===== config.mk =====
export PLATFORM = sky130hd
export DESIGN_NAME = match_sequencer
export DESIGN_NICKNAME = d
export VERILOG_FILES = /design/src/rtl/match_sequencer_pkg.sv /design/src/rtl/frame_edge_detect.sv /design/src/rtl/match_sequencer.sv
export SDC_FILE = /design/constraint.sdc
export NUM_CORES = 1
export LEC_CHECK = 0
export ABC_AREA = 1
export BUFFER_PORTS_ARGS = -buffer_cell sky130_fd_sc_hd__buf_2
export CAP_MARGIN = 20
export CELL_PAD_IN_SITES_DETAIL_PLACEMENT = 1
export CELL_PAD_IN_SITES_GLOBAL_PLACEMENT = 1
export CORE_ASPECT_RATIO = 2
export CORE_MARGIN = 3
export CORE_UTILIZATION = 37
export DETAILED_ROUTE_END_ITERATION = 10
export PLACE_DENSITY_LB_ADDON = 0.1
export SYNTH_ARGS = -nofsm -noshare
export SYNTH_HDL_FRONTEND = slang
export SYNTH_SLANG_ARGS = --single-unit

===== constraint.sdc =====
create_clock -name clk -period 3.5 [get_ports clk]
set_input_delay 0.35 -clock clk [delete_from_list [all_inputs] [get_ports clk]]
set_output_delay 0.35 -clock clk [all_outputs]
set_load 0.01 [all_outputs]

===== src/rtl/match_sequencer_pkg.sv =====
// Shared encodings and defaults for the match sequencer: game states, winner codes, widths.
package match_sequencer_pkg;

  localparam int unsigned SCORE_W          = 4;
  localparam int unsigned PAUSE_W          = 8;
  localparam int unsigned DEF_WIN_SCORE    = 9;
  localparam int unsigned DEF_PAUSE_FRAMES = 30;

  typedef enum logic [1:0] {
    P1_SERVE = 2'd0,
    P2_SERVE = 2'd1,
    PLAYING  = 2'd2,
    DONE     = 2'd3
  } game_state_t;

  typedef enum logic [1:0] {
    WIN_NONE = 2'd0,
    WIN_P1   = 2'd1,
    WIN_P2   = 2'd2,
    WIN_TIE  = 2'd3
  } winner_t;

  // Winner by score comparison, used when the match timer runs out.
  function automatic winner_t winner_of(input logic [SCORE_W-1:0] s1,
                                        input logic [SCORE_W-1:0] s2);
    if (s1 > s2)      return WIN_P1;
    else if (s2 > s1) return WIN_P2;
    else              return WIN_TIE;
  endfunction

endpackage


===== src/rtl/frame_edge_detect.sv =====
// Frame-sampled rising-edge detector for one button; the first frame after reset only primes history.
module frame_edge_detect (
  input  logic clk,
  input  logic reset,
  input  logic frame_tick,
  input  logic btn,
  output logic rise_c
);

  logic hist_q;
  logic primed_q;

  always_ff @(posedge clk or negedge reset) begin
    if (!reset) begin
      hist_q   <= 1'b0;
      primed_q <= 1'b0;
    end else if (frame_tick) begin
      hist_q   <= btn;
      primed_q <= 1'b1;
    end
  end

  assign rise_c = frame_tick & primed_q & btn & ~hist_q;

endmodule


===== src/rtl/match_sequencer.sv =====
// Two-player match sequencer: serve lock-out, scoring, win/timeout resolution and restart.
module match_sequencer
  import match_sequencer_pkg::*;
#(
  parameter int unsigned WIN_SCORE    = DEF_WIN_SCORE,
  parameter int unsigned PAUSE_FRAMES = DEF_PAUSE_FRAMES
) (
  input  logic               clk,
  input  logic               reset,
  input  logic               frame_tick,
  input  logic               p1_serve_btn,
  input  logic               p2_serve_btn,
  input  logic               miss_left,
  input  logic               miss_right,
  input  logic               time_up,
  output logic [1:0]         game_state,
  output logic [SCORE_W-1:0] p1_score,
  output logic [SCORE_W-1:0] p2_score,
  output logic               ball_launch,
  output logic               point_pulse,
  output logic [1:0]         winner
);

  localparam logic [SCORE_W-1:0] WIN_VAL   = SCORE_W'(WIN_SCORE);
  localparam logic [PAUSE_W-1:0] PAUSE_VAL = PAUSE_W'(PAUSE_FRAMES);

  game_state_t        state_q;
  winner_t            winner_q;
  logic [SCORE_W-1:0] p1_q, p2_q;
  logic [PAUSE_W-1:0] pause_q;
  logic               launch_q, point_q;

  logic               p1_rise_c, p2_rise_c;
  logic               point_c, serve_press_c, restart_c;
  logic [SCORE_W-1:0] p1_next_c, p2_next_c;

  frame_edge_detect u_p1_edge (
    .clk        (clk),
    .reset      (reset),
    .frame_tick (frame_tick),
    .btn        (p1_serve_btn),
    .rise_c     (p1_rise_c)
  );

  frame_edge_detect u_p2_edge (
    .clk        (clk),
    .reset      (reset),
    .frame_tick (frame_tick),
    .btn        (p2_serve_btn),
    .rise_c     (p2_rise_c)
  );

  // Post-point scores; a double miss cancels out and scores nothing.
  always_comb begin
    p1_next_c     = p1_q;
    p2_next_c     = p2_q;
    point_c       = (state_q == PLAYING) && (miss_left ^ miss_right);
    serve_press_c = 1'b0;
    restart_c     = (p1_rise_c & p2_serve_btn) | (p2_rise_c & p1_serve_btn);
    if (point_c && miss_right) p1_next_c = p1_q + SCORE_W'(1);
    if (point_c && miss_left)  p2_next_c = p2_q + SCORE_W'(1);
    if (state_q == P1_SERVE)      serve_press_c = p1_rise_c;
    else if (state_q == P2_SERVE) serve_press_c = p2_rise_c;
  end

  always_ff @(posedge clk or negedge reset) begin
    if (!reset) begin
      state_q  <= P1_SERVE;
      winner_q <= WIN_NONE;
      p1_q     <= '0;
      p2_q     <= '0;
      pause_q  <= '0;
      launch_q <= 1'b0;
      point_q  <= 1'b0;
    end else begin
      launch_q <= 1'b0;
      point_q  <= 1'b0;
      case (state_q)
        P1_SERVE, P2_SERVE: begin
          if (frame_tick && pause_q != '0) pause_q <= pause_q - PAUSE_W'(1);
          if (time_up) begin
            state_q  <= DONE;
            winner_q <= winner_of(p1_q, p2_q);
          end else if (pause_q == '0 && serve_press_c) begin
            launch_q <= 1'b1;
            state_q  <= PLAYING;
          end
        end
        PLAYING: begin
          if (point_c) begin
            p1_q    <= p1_next_c;
            p2_q    <= p2_next_c;
            point_q <= 1'b1;
          end
          if (point_c && p1_next_c == WIN_VAL) begin
            state_q  <= DONE;
            winner_q <= WIN_P1;
          end else if (point_c && p2_next_c == WIN_VAL) begin
            state_q  <= DONE;
            winner_q <= WIN_P2;
          end else if (time_up) begin
            state_q  <= DONE;
            winner_q <= winner_of(p1_next_c, p2_next_c);
          end else if (point_c) begin
            // Loser of the point serves next.
            state_q <= miss_left ? P1_SERVE : P2_SERVE;
            pause_q <= PAUSE_VAL;
          end
        end
        DONE: begin
          if (restart_c) begin
            state_q  <= P1_SERVE;
            winner_q <= WIN_NONE;
            p1_q     <= '0;
            p2_q     <= '0;
            pause_q  <= '0;
          end
        end
        default: state_q <= P1_SERVE;
      endcase
    end
  end

  assign game_state  = state_q;
  assign winner      = winner_q;
  assign p1_score    = p1_q;
  assign p2_score    = p2_q;
  assign ball_launch = launch_q;
  assign point_pulse = point_q;

endmodule


After elaboration in Yosys (flattened, before gate mapping)
Cells that the tools add are included.
{"block": "totals", "elab_cells": 98, "output_inout_bits": 14, "reg_bits": 25, "in_bits": 8}
{"block": "op_classes", "n_addsub": 3, "n_reduce_logical": 16, "magnitude_cmp": 4, "eq_ne": 15, "bitwise": 11, "muxes": 39}
{"operator": "2-to-1 mux 8 bit", "count": 6}
{"operator": "2-to-1 mux 2 bit", "count": 13}
{"operator": "case mux 8 bit (3 select lines)", "count": 1}
{"operator": "2-to-1 mux 4 bit", "count": 5}
{"operator": "> comparator 4 bit", "count": 4}
{"operator": "case mux 4 bit (2 select lines)", "count": 2}
{"operator": "!= test 2 bit, second input constant", "count": 7}
{"operator": "case mux 2 bit (3 select lines)", "count": 2}
{"operator": "2-to-1 mux 1 bit", "count": 10}
{"operator": "AND reduction 3 bit", "count": 3}
{"operator": "adder 4 x 1 -> 4 bit, second input constant", "count": 2}
{"operator": "equality test 4 bit, second input constant", "count": 2}
{"operator": "zero test 8 bit", "count": 1}
{"operator": "nonzero test 8 bit", "count": 1}
{"operator": "subtractor 8 x 1 -> 8 bit, second input constant", "count": 1}
{"operator": "AND 1 bit", "count": 7}
{"operator": "logical AND 1 bit", "count": 7}
{"operator": "AND reduction 6 bit", "count": 1}
{"operator": "!= test 5 x 3 -> 1 bit, second input constant", "count": 1}
{"operator": "equality test 2 bit, second input constant", "count": 2}
{"operator": "!= test 4 x 2 -> 1 bit, second input constant", "count": 1}
{"operator": "!= test 3 bit, second input constant", "count": 1}
{"operator": "equality test 2 x 1 -> 1 bit, second input constant", "count": 1}
{"operator": "zero test 2 bit", "count": 1}
{"operator": "5 further kinds", "count": 6}

Logic depth before layout (Yosys ltp)
{"block": "logic_depth", "depth_word": 11, "mapped_depth": 16, "mapped_depth_nobuf": 16}

Cells and area by module
Synthesis repeated with hierarchy kept, for this count alone.
{"block": "hier_totals", "hier_cells": 264, "area_unflattened_um2": 1916.8}
{"module": "match_sequencer", "instances": 1, "area_each_um2": 1751.7, "seq_area_each_um2": 550.5, "cells_each": 244}
{"module": "frame_edge_detect", "instances": 2, "area_each_um2": 82.6, "seq_area_each_um2": 50.0, "cells_each": 10}

Least setup slack after synthesis
OpenSTA, ideal clock, no wires.
{"block": "synth_timing", "path_kind": "reg2reg", "startpoint": "register state_q[0], in the netlist game_state[0]", "endpoint": "register winner_q[1], in the netlist winner[1]", "t_arrival_ns": 1.912, "setup_slack_ns": 1.517, "setup_time_ns": 0.071, "required_time_ns": 3.429, "synth_period_minus_slack_ns": 1.983, "path_stages_with_launch": 16, "path_buffers": 0, "cell_sequence": "dfrtp_1 inv_2 nand2_8 nor2_8 nor2_1 a21oi_2 inv_1 ha_1 nand2_1 nor2_1 nand2_1 nand3_2 nand2_1 nor2_1 nor2_1 nor2_1"}
{"block": "synth_between", "elab_chain_len": 10, "word_cells_on_any_way": 24, "cone_classes": "order compare: 1; eq/ne: 8; mux: 7; reduce/logical: 8"}
{"item": "start: declaration", "line": "match_sequencer.sv:27", "source": "game_state_t state_q;"}
{"item": "start signal: assignment", "line": "match_sequencer.sv:106", "source": "state_q <= miss_left ? P1_SERVE : P2_SERVE;"}
{"item": "equality test 2 bit", "line": "match_sequencer.sv:57, match_sequencer.sv:78"}
{"item": "logical AND 1 bit", "line": "match_sequencer.sv:57", "source": "point_c = (state_q == PLAYING) && (miss_left ^ miss_right);"}
{"item": "logical AND 1 bit, on equally long branches", "line": "match_sequencer.sv:60, match_sequencer.sv:61"}
{"item": "2-to-1 mux 4 bit, on equally long branches", "line": "match_sequencer.sv:60, match_sequencer.sv:61"}
{"item": "> comparator 4 bit", "line": "match_sequencer_pkg.sv:26", "source": "if (s1 > s2) return WIN_P1;"}
{"item": "2-to-1 mux 2 bit", "line": "match_sequencer_pkg.sv:26"}
{"item": "2-to-1 mux 2 bit", "line": "match_sequencer.sv:101", "source": "end else if (time_up) begin"}
{"item": "2-to-1 mux 2 bit", "line": "match_sequencer.sv:98", "source": "end else if (point_c && p2_next_c == WIN_VAL) begin"}
{"item": "2-to-1 mux 2 bit", "line": "match_sequencer.sv:95", "source": "if (point_c && p1_next_c == WIN_VAL) begin"}
{"item": "case mux 2 bit (3 select lines)", "line": "match_sequencer.sv:78", "source": "case (state_q)"}
{"item": "end signal: assignment", "line": "match_sequencer.sv:83", "source": "winner_q <= winner_of(p1_q, p2_q);"}
{"item": "end signal: assignment", "line": "match_sequencer.sv:103", "source": "winner_q <= winner_of(p1_next_c, p2_next_c);"}
{"item": "end: declaration", "line": "match_sequencer.sv:28", "source": "winner_t winner_q;"}
Parallel ways exist; a longest one is shown, timed or not. The select of a mux whose other input is x is not followed.
A chain may end at the register's enable or synchronous reset.

Worst setup path in the final report
{"block": "layout_timing", "startpoint": "register state_q[1], in the netlist game_state[1]", "endpoint": "register winner_q[1], in the netlist winner[1]"}
The elaborated chain is that of the path after synthesis.

==> results.cfg <==
[run_status]
status = finished, final reports clean

[logic_synthesis]
netlist_instances = 250
yosysTopAreaCell = dfrtp_1
ys_seq_area_frac = 0.327
synth_area_sq_mm = 0.00191
synth_top_area_share = 0.327
synth.area.top_cells = dfrtp_1 33%, nand2_1 12%, inv_1 6.5%
ys_types = 34
synth-seq-cells = 25
syn-num-nets = 267
synth-warning-count = 0
syn_area_per_cell_sq_um = 7.66

[clocking]
cts_buffer_depth = 2
hold_buffers = 0
numCtsBuffers = 3
clock-sinks = 25
clk_latency_ns = 0.28
clockRootBuffer = clkbuf_8
cts-resized-gates = 0
htree_levels = 1
cts_tree = yes
post_cts_buffers = 0
clk_pin_slew_worst_paths_ns = 0.10

[timing]
period_needed_ns = 2.54
hold_viol_final = 0
finalClockSkew_ns = 0.00865
worst_pin_slew_ns = 0.630
rsz0062_at_grt = no
timing.fmax_ghz = 0.393
drv_slew = 0
fin_setup_tns_ns = 0
period_share = 0.727
slew_headroom = 0.580
setup_viol = 0

[drt]
vias = 1686
vias_per_cell = 5.11
wl_per_cell_microns = 15.6
drcViolationCount = 0
routed_wl_mm = 5.14
final_antenna_net_count = 0
initialDrtViolationCount = 34
drt-pass1-iter-count = 4

[power]
pwr_density_cell_mw_per_mm2 = 897
switching_power_mw = 0.996
p_comb_frac = 0.626
swShare = 0.527
leakagePower_nw = 1.13
clkPwrFrac = 0.098
seq_power_share = 0.277
ir_drop_mv = 0.377
intPower_mw = 0.895

[setup_path]
critPathCaptureType = flop
cp.depth = 16
cp_data_arrival_time_ns = 2.76
slowest_stage = dfrtp_1
cp-start-kind = flop
cp.required_ns = 3.72
path_buf_inv = 2
critPathKind = reg2reg
r2r_cells = 16
crit_top_cell = nor2_1
path_cells = inv_2 > nor2_4 > nand2_4 > nor2_1 > nand2_1 > nand2_2 > inv_1 > ha_1 > nand2_1 > nor2_1 > nand2_1 > nand3_2 > nand2_1 > nor2_1 > nor2_1 > nor2_1
max_stage_delay_ns = 0.69
critPathMaxFanout = 12
cp_top_family = simple AND/OR/NAND/NOR gates

[layout]
nFillCells = 665
diodes = 0
mostFrequentLayoutCells = 61 x nand2_1, 33 x inv_1, 25 x dfrtp_1
syn_to_final_growth_pct = 10.1
drive_gt1_frac = 0.267
final_nets = 291
layout_commonest_cell = nand2_1
finalInstanceArea_sq_mm = 0.00211

[place]
dpl-instance-area_sq_mm = 0.00206
gp_congestion = 0.792
portBuffers = 21
hpwl_mm = 4.18

[job]
max_cap_violations = 0

[floorplanning]
coreArea_sq_mm = 0.00495
ios = 22
die_w_microns = 56.9
rows = 36
die_h_microns = 108
start_util = 0.386
die_area_sq_mm = 0.00612

[global_routing]
grt_pass1_vias = 1835
grt_max_degree = 26
grt_overflow = 0
grt_pass1_wl_mm = 8.93
track_usage = 0.189
antenna_found_initial = 0

[min_path]
hp-class = in2async
cells in the mapped netlist:
cell      instances
nand3_1          13
nor4_1            1
nand3_4           2
buf_4             1
xnor2_1           1
nand2_2           9
nor3_2            1
dfrtp_1          25
nand3_2           2
nand2_4           3
nand4_1           5
nor2_4            5
inv_1            33
nor4_2            1
o21ai_0           9
o211ai_1          1
inv_2             5
nor2_2            3
a21oi_1           6
nor3_1            2
nand2_8           1
nor2_8            1
nand2_1          61
nand3b_1          1
or2_2             4
buf_12            1
o21ai_2           9
a21oi_2           2
o211ai_2          1
xor2_1            3
ha_1              9
o31ai_1           1
o22ai_1           4
nor2_1           24
logic make-up after synthesis:
| family | after synthesis | synth area share |
|---|---|---|
| simple gates | 139 | 0.390 |
| xor+xnor | 4 | 0.0183 |
| buf+inv | 40 | 0.0889 |
| flops | 25 | 0.327 |
| compound gates | 33 | 0.117 |
| fa+ha+maj | 9 | 0.0588 |
final timing paths:
kind | to | slack (ns) | startpoint
setup / recovery | winner[1] | 0.96 | game_state[1]
hold / removal | pause_q[0] | 0.08 | reset
setup reg to reg | winner[1] | 0.96 | game_state[1]
hold reg to reg | pause_q[0] | 0.51 | pause_q[0]
max in group asynchronous | p1_score[2] | 3.01 | reset
min in group clk | ball_launch | 0.31 | time_up
area by class of cell:
| type | instances | area [sq um] | share of cell area |
|---|---|---|---|
| flip-flops and latches | 25 | 626 | 0.297 |
| repair buffers | 21 | 105 | 0.0499 |
| clock buffers | 4 | 45.0 | 0.0214 |
| multi-input cells | 185 | 1120 | 0.531 |
| inverters | 38 | 143 | 0.0677 |
| well taps | 57 | 71.3 | 0.0338 |
metal layers:
metal	vias up	wire, microns	global-route usage
met5	-	0	0
met4	0	114	0.0697
met3	6	93	0.0144
met2	18	3110	0.381
met1	819	1830	0.192
li1	843	-	-
registers in the layout (all words and copies together) (netlist names):
name / cells
p1_score: 4
u_p1_edge.hist_q: 1
ball_launch: 1
pause_q: 8
u_p2_edge.primed_q: 1
u_p2_edge.hist_q: 1
winner: 2
p2_score: 4
game_state: 2
point_pulse: 1
through the flow:
step / utilization / total power, mW / hold WS, ns / setup WS (ns) / cells
2_1_floorplan: - / 1.45 / 0.0544 / 1.52 / 250
3_3_place_gp: 0.416 / 1.72 / 0.405 / 1.08 / 326
3_5_place_dp: 0.416 / 1.73 / 0.405 / 0.927 / 326
4_1_cts: 0.426 / 1.92 / 0.102 / 0.912 / 330
5_1_grt: 0.426 / 2.10 / 0.114 / 0.665 / 330
6_report: 0.426 / 1.89 / 0.0817 / 0.957 / 330
power by group through the flow:
| stage | combinational [mW] | sequential [mW] | clock, mW |
|---|---|---|---|
| after global placement | 1.19 | 0.527 | 0 |
| after detailed placement | 1.20 | 0.533 | 0 |
| final | 1.18 | 0.523 | 0.184 |
| after CTS | 1.21 | 0.527 | 0.187 |
| after floorplan | 0.940 | 0.505 | 0 |
| after global routing | 1.35 | 0.544 | 0.202 |
No activity file was read; power rests on OpenSTA's default activity.
